===== src/rtl/sdrd_pkg.sv =====
`default_nettype none
// ============================================================================
// Module      : sdrd_pkg
// Description : Shared constants and helpers for the SPI-mode SD card
//               responder: command indices, frame/block geometry, R1 bit
//               positions, state encoding and the serial CRC16 step.
// Revision    : 1.0 - initial release
// ============================================================================
package sdrd_pkg;

    // Command indices decoded by the card
    localparam logic [5:0] c_cmd_go_idle     = 6'd0;
    localparam logic [5:0] c_cmd_send_op     = 6'd1;
    localparam logic [5:0] c_cmd_read_single = 6'd17;

    // Frame and block geometry
    localparam int c_frame_len  = 48;
    localparam int c_block_bits = 512;
    localparam int c_crc16_bits = 16;

    // R1 flag positions
    localparam int c_r1_idle_bit    = 0;
    localparam int c_r1_illegal_bit = 2;
    localparam int c_r1_crc_err_bit = 3;

    // Fixed byte values
    localparam logic [7:0]  c_data_token = 8'hFE;
    localparam logic [7:0]  c_cmd0_crc   = 8'h95;
    localparam logic [15:0] c_crc16_poly = 16'h1021;

    // Card state encoding
    localparam logic [2:0] c_st_rx_cmd   = 3'd0;
    localparam logic [2:0] c_st_gap      = 3'd1;
    localparam logic [2:0] c_st_tx_r1    = 3'd2;
    localparam logic [2:0] c_st_wait_mem = 3'd3;
    localparam logic [2:0] c_st_tx_token = 3'd4;
    localparam logic [2:0] c_st_tx_data  = 3'd5;
    localparam logic [2:0] c_st_tx_crc   = 3'd6;

    // Assemble an R1 byte from its three flags
    function automatic logic [7:0] r1_make(input logic crc_err,
                                           input logic illegal,
                                           input logic idle);
        logic [7:0] r;
        r                   = '0;
        r[c_r1_crc_err_bit] = crc_err;
        r[c_r1_illegal_bit] = illegal;
        r[c_r1_idle_bit]    = idle;
        return r;
    endfunction

    // One serial step of CRC16 (x^16 + x^12 + x^5 + 1), MSB-first input
    function automatic logic [15:0] crc16_step(input logic [15:0] crc,
                                               input logic        din);
        logic fb;
        fb = din ^ crc[15];
        return {crc[14:0], 1'b0} ^ (fb ? c_crc16_poly : 16'h0000);
    endfunction

endpackage
`default_nettype wire


===== src/rtl/sdrd_crc16.sv =====
`default_nettype none
// ============================================================================
// Module      : sdrd_crc16
// Description : Serial CRC16 accumulator for the data block.
//   clk    in   clock
//   rst    in   synchronous active-high reset
//   i_clr  in   clear accumulator to 0x0000 (wins over i_en)
//   i_en   in   absorb i_din this cycle
//   i_din  in   serial data bit
//   o_crc  out  current CRC value
// Revision    : 1.0 - initial release
// ============================================================================
module sdrd_crc16
    import sdrd_pkg::*;
(
    input  logic        clk,
    input  logic        rst,
    input  logic        i_clr,
    input  logic        i_en,
    input  logic        i_din,
    output logic [15:0] o_crc
);

    logic [15:0] r_crc;

    always_ff @(posedge clk) begin
        if (rst) begin
            r_crc <= '0;
        end else if (i_clr) begin
            r_crc <= '0;
        end else if (i_en) begin
            r_crc <= crc16_step(r_crc, i_din);
        end
    end

    assign o_crc = r_crc;

endmodule
`default_nettype wire


===== src/rtl/sdrd_spi_card.sv =====
`default_nettype none
// ============================================================================
// Module      : sdrd_spi_card
// Description : SPI-mode SD card responder for the read path. Receives
//               48-bit command frames, answers R1, and for CMD17 fetches a
//               block from a backing store and streams token, data and CRC16.
//   CLK        in   clock (host SCLK)
//   RST        in   synchronous active-high reset
//   CS         in   chip select, active low
//   DI         in   host-to-card serial data
//   DO         out  card-to-host serial data, idles high
//   RD_REQ     out  block fetch request
//   RD_ADR     out  CMD17 argument
//   RD_ACK     in   store acknowledge, RD_DATA valid with it
//   RD_DATA    in   block contents, bit 511 sent first
//   CARD_READY out  initialization complete
//   BUSY       out  card not in command-receive state
// Revision    : 1.0 - initial release
// ============================================================================
module sdrd_spi_card
    import sdrd_pkg::*;
#(
    parameter int N_CR      = 2,
    parameter int INIT_BUSY = 3
) (
    input  logic         CLK,
    input  logic         RST,
    input  logic         CS,
    input  logic         DI,
    output logic         DO,
    output logic         RD_REQ,
    output logic [31:0]  RD_ADR,
    input  logic         RD_ACK,
    input  logic [511:0] RD_DATA,
    output logic         CARD_READY,
    output logic         BUSY
);

    localparam int c_rx_bits = c_frame_len - 2;

    logic [2:0]             r_state;
    logic                   r_rx_active;
    logic [c_rx_bits-2:0]   r_shift;
    logic [8:0]             r_cnt;
    logic                   r_idle;
    logic [7:0]             r_busy_cnt;
    logic [7:0]             r_r1;
    logic                   r_rd_go;
    logic [15:0]            r_sh;
    logic [c_block_bits-1:0] r_data;

    logic [c_rx_bits-1:0]   w_frame;
    logic [5:0]             w_cmd;
    logic [31:0]            w_arg;
    logic [7:0]             w_crc_byte;
    logic [7:0]             w_r1;
    logic                   w_idle_nxt;
    logic [7:0]             w_busy_nxt;
    logic                   w_rd_go;
    logic                   w_crc_clr;
    logic                   w_crc_en;
    logic [15:0]            w_crc;

    // Frame bits 45:0 as they stand in the cycle the last bit arrives
    assign w_frame    = {r_shift, DI};
    assign w_cmd      = w_frame[45:40];
    assign w_arg      = w_frame[39:8];
    assign w_crc_byte = w_frame[7:0];

    always_comb begin
        w_r1       = r1_make(1'b0, 1'b1, r_idle);
        w_idle_nxt = r_idle;
        w_busy_nxt = r_busy_cnt;
        w_rd_go    = 1'b0;
        case (w_cmd)
            c_cmd_go_idle: begin
                if (w_crc_byte == c_cmd0_crc) begin
                    w_idle_nxt = 1'b1;
                    w_busy_nxt = 8'(INIT_BUSY);
                    w_r1       = r1_make(1'b0, 1'b0, 1'b1);
                end else begin
                    w_r1 = r1_make(1'b1, 1'b0, r_idle);
                end
            end
            c_cmd_send_op: begin
                if (r_busy_cnt != 8'd0) begin
                    w_busy_nxt = r_busy_cnt - 8'd1;
                    w_r1       = r1_make(1'b0, 1'b0, 1'b1);
                end else begin
                    w_idle_nxt = 1'b0;
                    w_r1       = r1_make(1'b0, 1'b0, 1'b0);
                end
            end
            c_cmd_read_single: begin
                if (r_idle) begin
                    w_r1 = r1_make(1'b0, 1'b1, 1'b1);
                end else begin
                    w_r1    = r1_make(1'b0, 1'b0, 1'b0);
                    w_rd_go = 1'b1;
                end
            end
            default: begin
                w_r1 = r1_make(1'b0, 1'b1, r_idle);
            end
        endcase
    end

    // CRC covers exactly the 512 data bits: the first one leaves with the
    // last token edge, the rest during TX_DATA while bits remain.
    assign w_crc_clr = !CS && (r_state == c_st_wait_mem) && RD_ACK;
    assign w_crc_en  = !CS && (((r_state == c_st_tx_token) && (r_cnt == 9'd0)) ||
                               ((r_state == c_st_tx_data)  && (r_cnt != 9'd0)));

    sdrd_crc16 u_crc16 (
        .clk   (CLK),
        .rst   (RST),
        .i_clr (w_crc_clr),
        .i_en  (w_crc_en),
        .i_din (r_data[c_block_bits-1]),
        .o_crc (w_crc)
    );

    // r_cnt counts bits still to emit after the one DO carries now; the
    // edge that finds it at zero moves on to the next phase.
    always_ff @(posedge CLK) begin
        if (RST) begin
            r_state     <= c_st_rx_cmd;
            r_rx_active <= 1'b0;
            r_shift     <= '0;
            r_cnt       <= '0;
            r_idle      <= 1'b1;
            r_busy_cnt  <= 8'(INIT_BUSY);
            r_r1        <= '0;
            r_rd_go     <= 1'b0;
            r_sh        <= '0;
            r_data      <= '0;
            DO          <= 1'b1;
            RD_REQ      <= 1'b0;
            RD_ADR      <= '0;
        end else if (CS) begin
            // Deselect aborts any transfer; init progress is kept
            r_state     <= c_st_rx_cmd;
            r_rx_active <= 1'b0;
            r_shift     <= '0;
            r_cnt       <= '0;
            DO          <= 1'b1;
            RD_REQ      <= 1'b0;
        end else begin
            case (r_state)
                c_st_rx_cmd: begin
                    DO <= 1'b1;
                    if (!r_rx_active) begin
                        // First 1 on DI is frame bit 46
                        if (DI) begin
                            r_rx_active <= 1'b1;
                            r_cnt       <= 9'(c_rx_bits);
                        end
                    end else begin
                        r_shift <= w_frame[c_rx_bits-2:0];
                        r_cnt   <= r_cnt - 9'd1;
                        if (r_cnt == 9'd1) begin
                            r_rx_active <= 1'b0;
                            r_shift     <= '0;
                            r_idle      <= w_idle_nxt;
                            r_busy_cnt  <= w_busy_nxt;
                            r_r1        <= w_r1;
                            r_rd_go     <= w_rd_go;
                            if (w_rd_go) begin
                                RD_ADR <= w_arg;
                            end
                            r_cnt   <= 9'(N_CR);
                            r_state <= c_st_gap;
                        end
                    end
                end
                c_st_gap: begin
                    if (r_cnt == 9'd0) begin
                        DO      <= r_r1[7];
                        r_sh    <= {r_r1[6:0], 9'h000};
                        r_cnt   <= 9'd7;
                        r_state <= c_st_tx_r1;
                    end else begin
                        DO    <= 1'b1;
                        r_cnt <= r_cnt - 9'd1;
                    end
                end
                c_st_tx_r1: begin
                    if (r_cnt == 9'd0) begin
                        DO <= 1'b1;
                        if (r_rd_go) begin
                            RD_REQ  <= 1'b1;
                            r_state <= c_st_wait_mem;
                        end else begin
                            r_state <= c_st_rx_cmd;
                        end
                    end else begin
                        DO    <= r_sh[15];
                        r_sh  <= {r_sh[14:0], 1'b0};
                        r_cnt <= r_cnt - 9'd1;
                    end
                end
                c_st_wait_mem: begin
                    DO <= 1'b1;
                    if (RD_ACK) begin
                        RD_REQ  <= 1'b0;
                        r_data  <= RD_DATA;
                        DO      <= c_data_token[7];
                        r_sh    <= {c_data_token[6:0], 9'h000};
                        r_cnt   <= 9'd7;
                        r_state <= c_st_tx_token;
                    end
                end
                c_st_tx_token: begin
                    if (r_cnt == 9'd0) begin
                        DO      <= r_data[c_block_bits-1];
                        r_data  <= {r_data[c_block_bits-2:0], 1'b0};
                        r_cnt   <= 9'(c_block_bits - 1);
                        r_state <= c_st_tx_data;
                    end else begin
                        DO    <= r_sh[15];
                        r_sh  <= {r_sh[14:0], 1'b0};
                        r_cnt <= r_cnt - 9'd1;
                    end
                end
                c_st_tx_data: begin
                    if (r_cnt == 9'd0) begin
                        DO      <= w_crc[15];
                        r_sh    <= {w_crc[14:0], 1'b0};
                        r_cnt   <= 9'(c_crc16_bits - 1);
                        r_state <= c_st_tx_crc;
                    end else begin
                        DO     <= r_data[c_block_bits-1];
                        r_data <= {r_data[c_block_bits-2:0], 1'b0};
                        r_cnt  <= r_cnt - 9'd1;
                    end
                end
                c_st_tx_crc: begin
                    if (r_cnt == 9'd0) begin
                        DO      <= 1'b1;
                        r_state <= c_st_rx_cmd;
                    end else begin
                        DO    <= r_sh[15];
                        r_sh  <= {r_sh[14:0], 1'b0};
                        r_cnt <= r_cnt - 9'd1;
                    end
                end
                default: begin
                    DO      <= 1'b1;
                    RD_REQ  <= 1'b0;
                    r_state <= c_st_rx_cmd;
                end
            endcase
        end
    end

    assign BUSY       = (r_state != c_st_rx_cmd);
    assign CARD_READY = !r_idle;

endmodule
`default_nettype wire


===== config.mk =====
export PLATFORM = sky130hd
export DESIGN_NAME = sdrd_spi_card
export DESIGN_NICKNAME = d
export VERILOG_FILES = /design/src/rtl/sdrd_pkg.sv /design/src/rtl/sdrd_crc16.sv /design/src/rtl/sdrd_spi_card.sv
export SDC_FILE = /design/constraint.sdc
export NUM_CORES = 2
export LEC_CHECK = 0
export CORE_AREA = 2 2 245 295
export DETAILED_ROUTE_END_ITERATION = 12
export DIE_AREA = 0 0 247 297
export PLACE_DENSITY = 0.6
export SYNTH_ARGS = -nofsm -noshare
export SYNTH_HDL_FRONTEND = slang
export SYNTH_HIERARCHICAL = 1
export SYNTH_SLANG_ARGS = --single-unit

===== constraint.sdc =====
create_clock -name CLK -period 3.22 [get_ports CLK]
set_input_delay 0.644 -clock CLK [delete_from_list [all_inputs] [get_ports CLK]]
set_output_delay 0.644 -clock CLK [all_outputs]
set_load 0.01 [all_outputs]

==> out/results.ini <==
[run_status]
status = completed

[layout]
drive_gt1_share_pct = 5.39
area_growth_pct = 30.4
nNetsFinal = 4490
fin_util_pct = 51.7

[routing]
routed_wl_mm = 84.2
firstDrtPassIters = 5
ant_nets = 0
vias = 26400
drtIter0Drc = 1651
viasPerCell = 5.30
drc_errors = 0
wl_per_cell_um = 16.9

[clocking]
post-cts-setup-buffers = 0
cts_hold_buf = 0
cts_resized = 0
clk_latency_ps = 600
cts_root_buf = clkbuf_16
cts_buffers = 70
cts_tree = yes
cts_num_sinks = 648
clockBufferDepth = 3
htreeDepth = 3
path_clk_slew_ps = 60

[sta]
finalHoldViolCount = 0
finalCriticalPeriod_ps = 2990
fin_crit_sh_pct = 92.8
setup_ws_ps = 232
fmax_ghz = 0.335
rsz0062_at_grt = false
clock_skew_ps = 18.5
finalSetupTns_ps = 0
setup_viol_count_final = 0
slew_headroom_pct = 44.4
maxSlewViolCount = 0
worst_pin_slew_ps = 834

[synth]
synth_cells = 3612
async_flop_share_pct = 0
synth_area_mm2 = 0.0280
syn-mean-instance-area_um2 = 7.75
ys_warn_count = 6
ys_ff_latch = 648
synth_area_leaders = dfxtp_1 46%, nand2_1 16%, a311oi_1 16%, nor2_1 7.4%, clkbuf_1 2.8%
synth.most_common_cell = nand2_1
yosysUniqueCellTypes = 76
synth_nets = 4132
synthFlopType = dfxtp_1
synth_edf_count = 0
yosysSeqAreaShare_pct = 46.3
yosys.area.top_type = dfxtp_1
yosys.area.top_type_share_pct = 46.3
synth_commonest_cells = 1198 x nand2_1, 648 x dfxtp_1, 552 x nor2_1

[min_path]
min_from = RST
hp-class = in -> reg
whs_endpoint = r_sh[11]$_SDFFE_PP0P_
holdPathStages = 2

[setup_path]
timing.rr.end = r_data[257]$_SDFFE_PP0P_
slowest_delay_ps = 770
path_buf_inv = 3
slowest_stage = dfxtp_1
critical_path_arrival_ps = 2340
crit_chain = nor3_1 > buf_4 > inv_1 > clkdlybuf4s50_1
criticalPathCategory = reg -> out
ff2ff_path_depth = 9
timing.rr.start = r_cnt[0]$_SDFFE_PP0P_
cp_top_family = buffers and inverters
cp-start-kind = register
cp_max_fo = 21
reg2reg_slack_ps = 320
crit_required_ps = 2580
cp-end-kind = output port

[flow_run]
cap_viol_max_count = 0

[placed_design]
io_buffers = 552
dp_hpwl_mm = 56.8
gp_congestion = 0.848
dp_slack_ps = 266

[floorplan]
die_area_mm2 = 0.0734
boundaryPins = 553
die_h_um = 297
die_w_um = 247
initial_core_util_pct = 39.7
rows = 107
core_mm2 = 0.0706

[power]
ir_worst_vdd_mv = 0.368
power_per_cell_area_mw_per_mm2 = 472
p_leak_nw = 12.3
p_total_mw = 17.2

[global_route]
antenna_found_initial = 38
grt_max_degree = 168
track_usage_pct = 22.3
grt_first_pass_wirelength_mm = 134
grt_overflow = 0
grt_pass1_vias = 25200

## cell usage in the layout (no fill, tap or decap), types with 5 or more instances in the layout
cell,instances
diode_2,24
a311oi_1,512
a31oi_1,8
nor2_1,551
a22o_1,6
mux2i_1,23
clkdlybuf4s50_1,551
nand2_1,1198
buf_12,35
buf_4,41
or2_2,7
clkbuf_8,17
a21oi_1,100
clkbuf_1,22
inv_1,18
nand3_1,12
a22oi_1,7
o21ai_0,23
dfxtp_1,648
nor3_1,19
nand4b_1,5
o211ai_1,9
clkbuf_16,72
or3_1,8
clkinv_2,8
nand2b_1,7
nand4_1,7
a211oi_1,8
## per-stage QoR
stage | hold slack (ps) | std cells | instance area (µm²)
after global routing | 451 | 4969 | 36500
final | 419 | 4974 | 36500
after CTS | 379 | 4950 | 36400
after global placement | 440 | 4824 | 34200
after floorplan | 432 | 3612 | 28000
after detailed placement | 444 | 4824 | 34200
## per-layer routing
layer / part of all wire [%] / wire length (µm) / GRT usage (%)
met1: 43 / 36000 / 27.6
met2: 48 / 40200 / 36.3
met3: 6.1 / 5120 / 5.36
met4: 3.2 / 2690 / 10.1
met5: 0.27 / 228 / 0
## flip-flops by register name, summed over array words and instances (netlist names), 3 cells and up
name / cells
r_shift: 45
u_crc16/o_crc: 16
r_busy_cnt: 8
r_r1: 3
r_cnt: 9
r_sh: 15
RD_ADR: 32
r_state: 3
r_data: 512
## worst max-delay path by stage
stage,startpoint,end,slack [ps],cells after the start
2_1_floorplan,r_cnt[0]$_SDFFE_PP0P_,r_data[422]$_SDFFE_PP0P_,970,10
3_3_place_gp,RD_ACK,r_data[257]$_SDFFE_PP0P_,340,8
3_5_place_dp,CS,r_data[33]$_SDFFE_PP0P_,270,7
4_1_cts,r_state[0]$_SDFFE_PP0P_,BUSY,190,4
5_1_grt,r_cnt[0]$_SDFFE_PP0P_,r_data[257]$_SDFFE_PP0P_,90,9
6_report,r_state[0]$_SDFFE_PP0P_,BUSY,230,4
## where the power goes
group | switching, mW | internal [mW] | total [mW] | leakage [nW]
Combinational | 0.462 | 0.664 | 1.13 | 5.96
Clock | 3.33 | 4.76 | 8.09 | 1.13
Sequential | 0.00932 | 8.02 | 8.03 | 5.22
## cell families (layout without fill, tap and decap cells)
| logic type | after synthesis | after routing | synth area share, % |
|---|---|---|---|
| fa+ha+maj | 3 | 3 | 0.134 |
| flops | 648 | 648 | 46.3 |
| xor+xnor | 6 | 6 | 0.188 |
| simple gates | 1860 | 1860 | 26.2 |
| compound gates | 710 | 710 | 20.4 |
| mux | 25 | 25 | 0.903 |
| other cells | 0 | 24 | 0 |
| buf+inv | 360 | 772 | 5.86 |
## area by class of cell
cell class                      instances  area [µm²]
Clock buffer                          111        2120
Multi-Input combinational cell       2604       13400
Antenna cell                           24        60.1
Fill cell                            6890       34100
Inverter                               18        67.6
Sequential cell                       648       13000
Tap cell                              926        1160
Timing Repair Buffer                  628        6540
Clock inverter                         15         173
No activity file was read; power rests on OpenSTA's default activity.
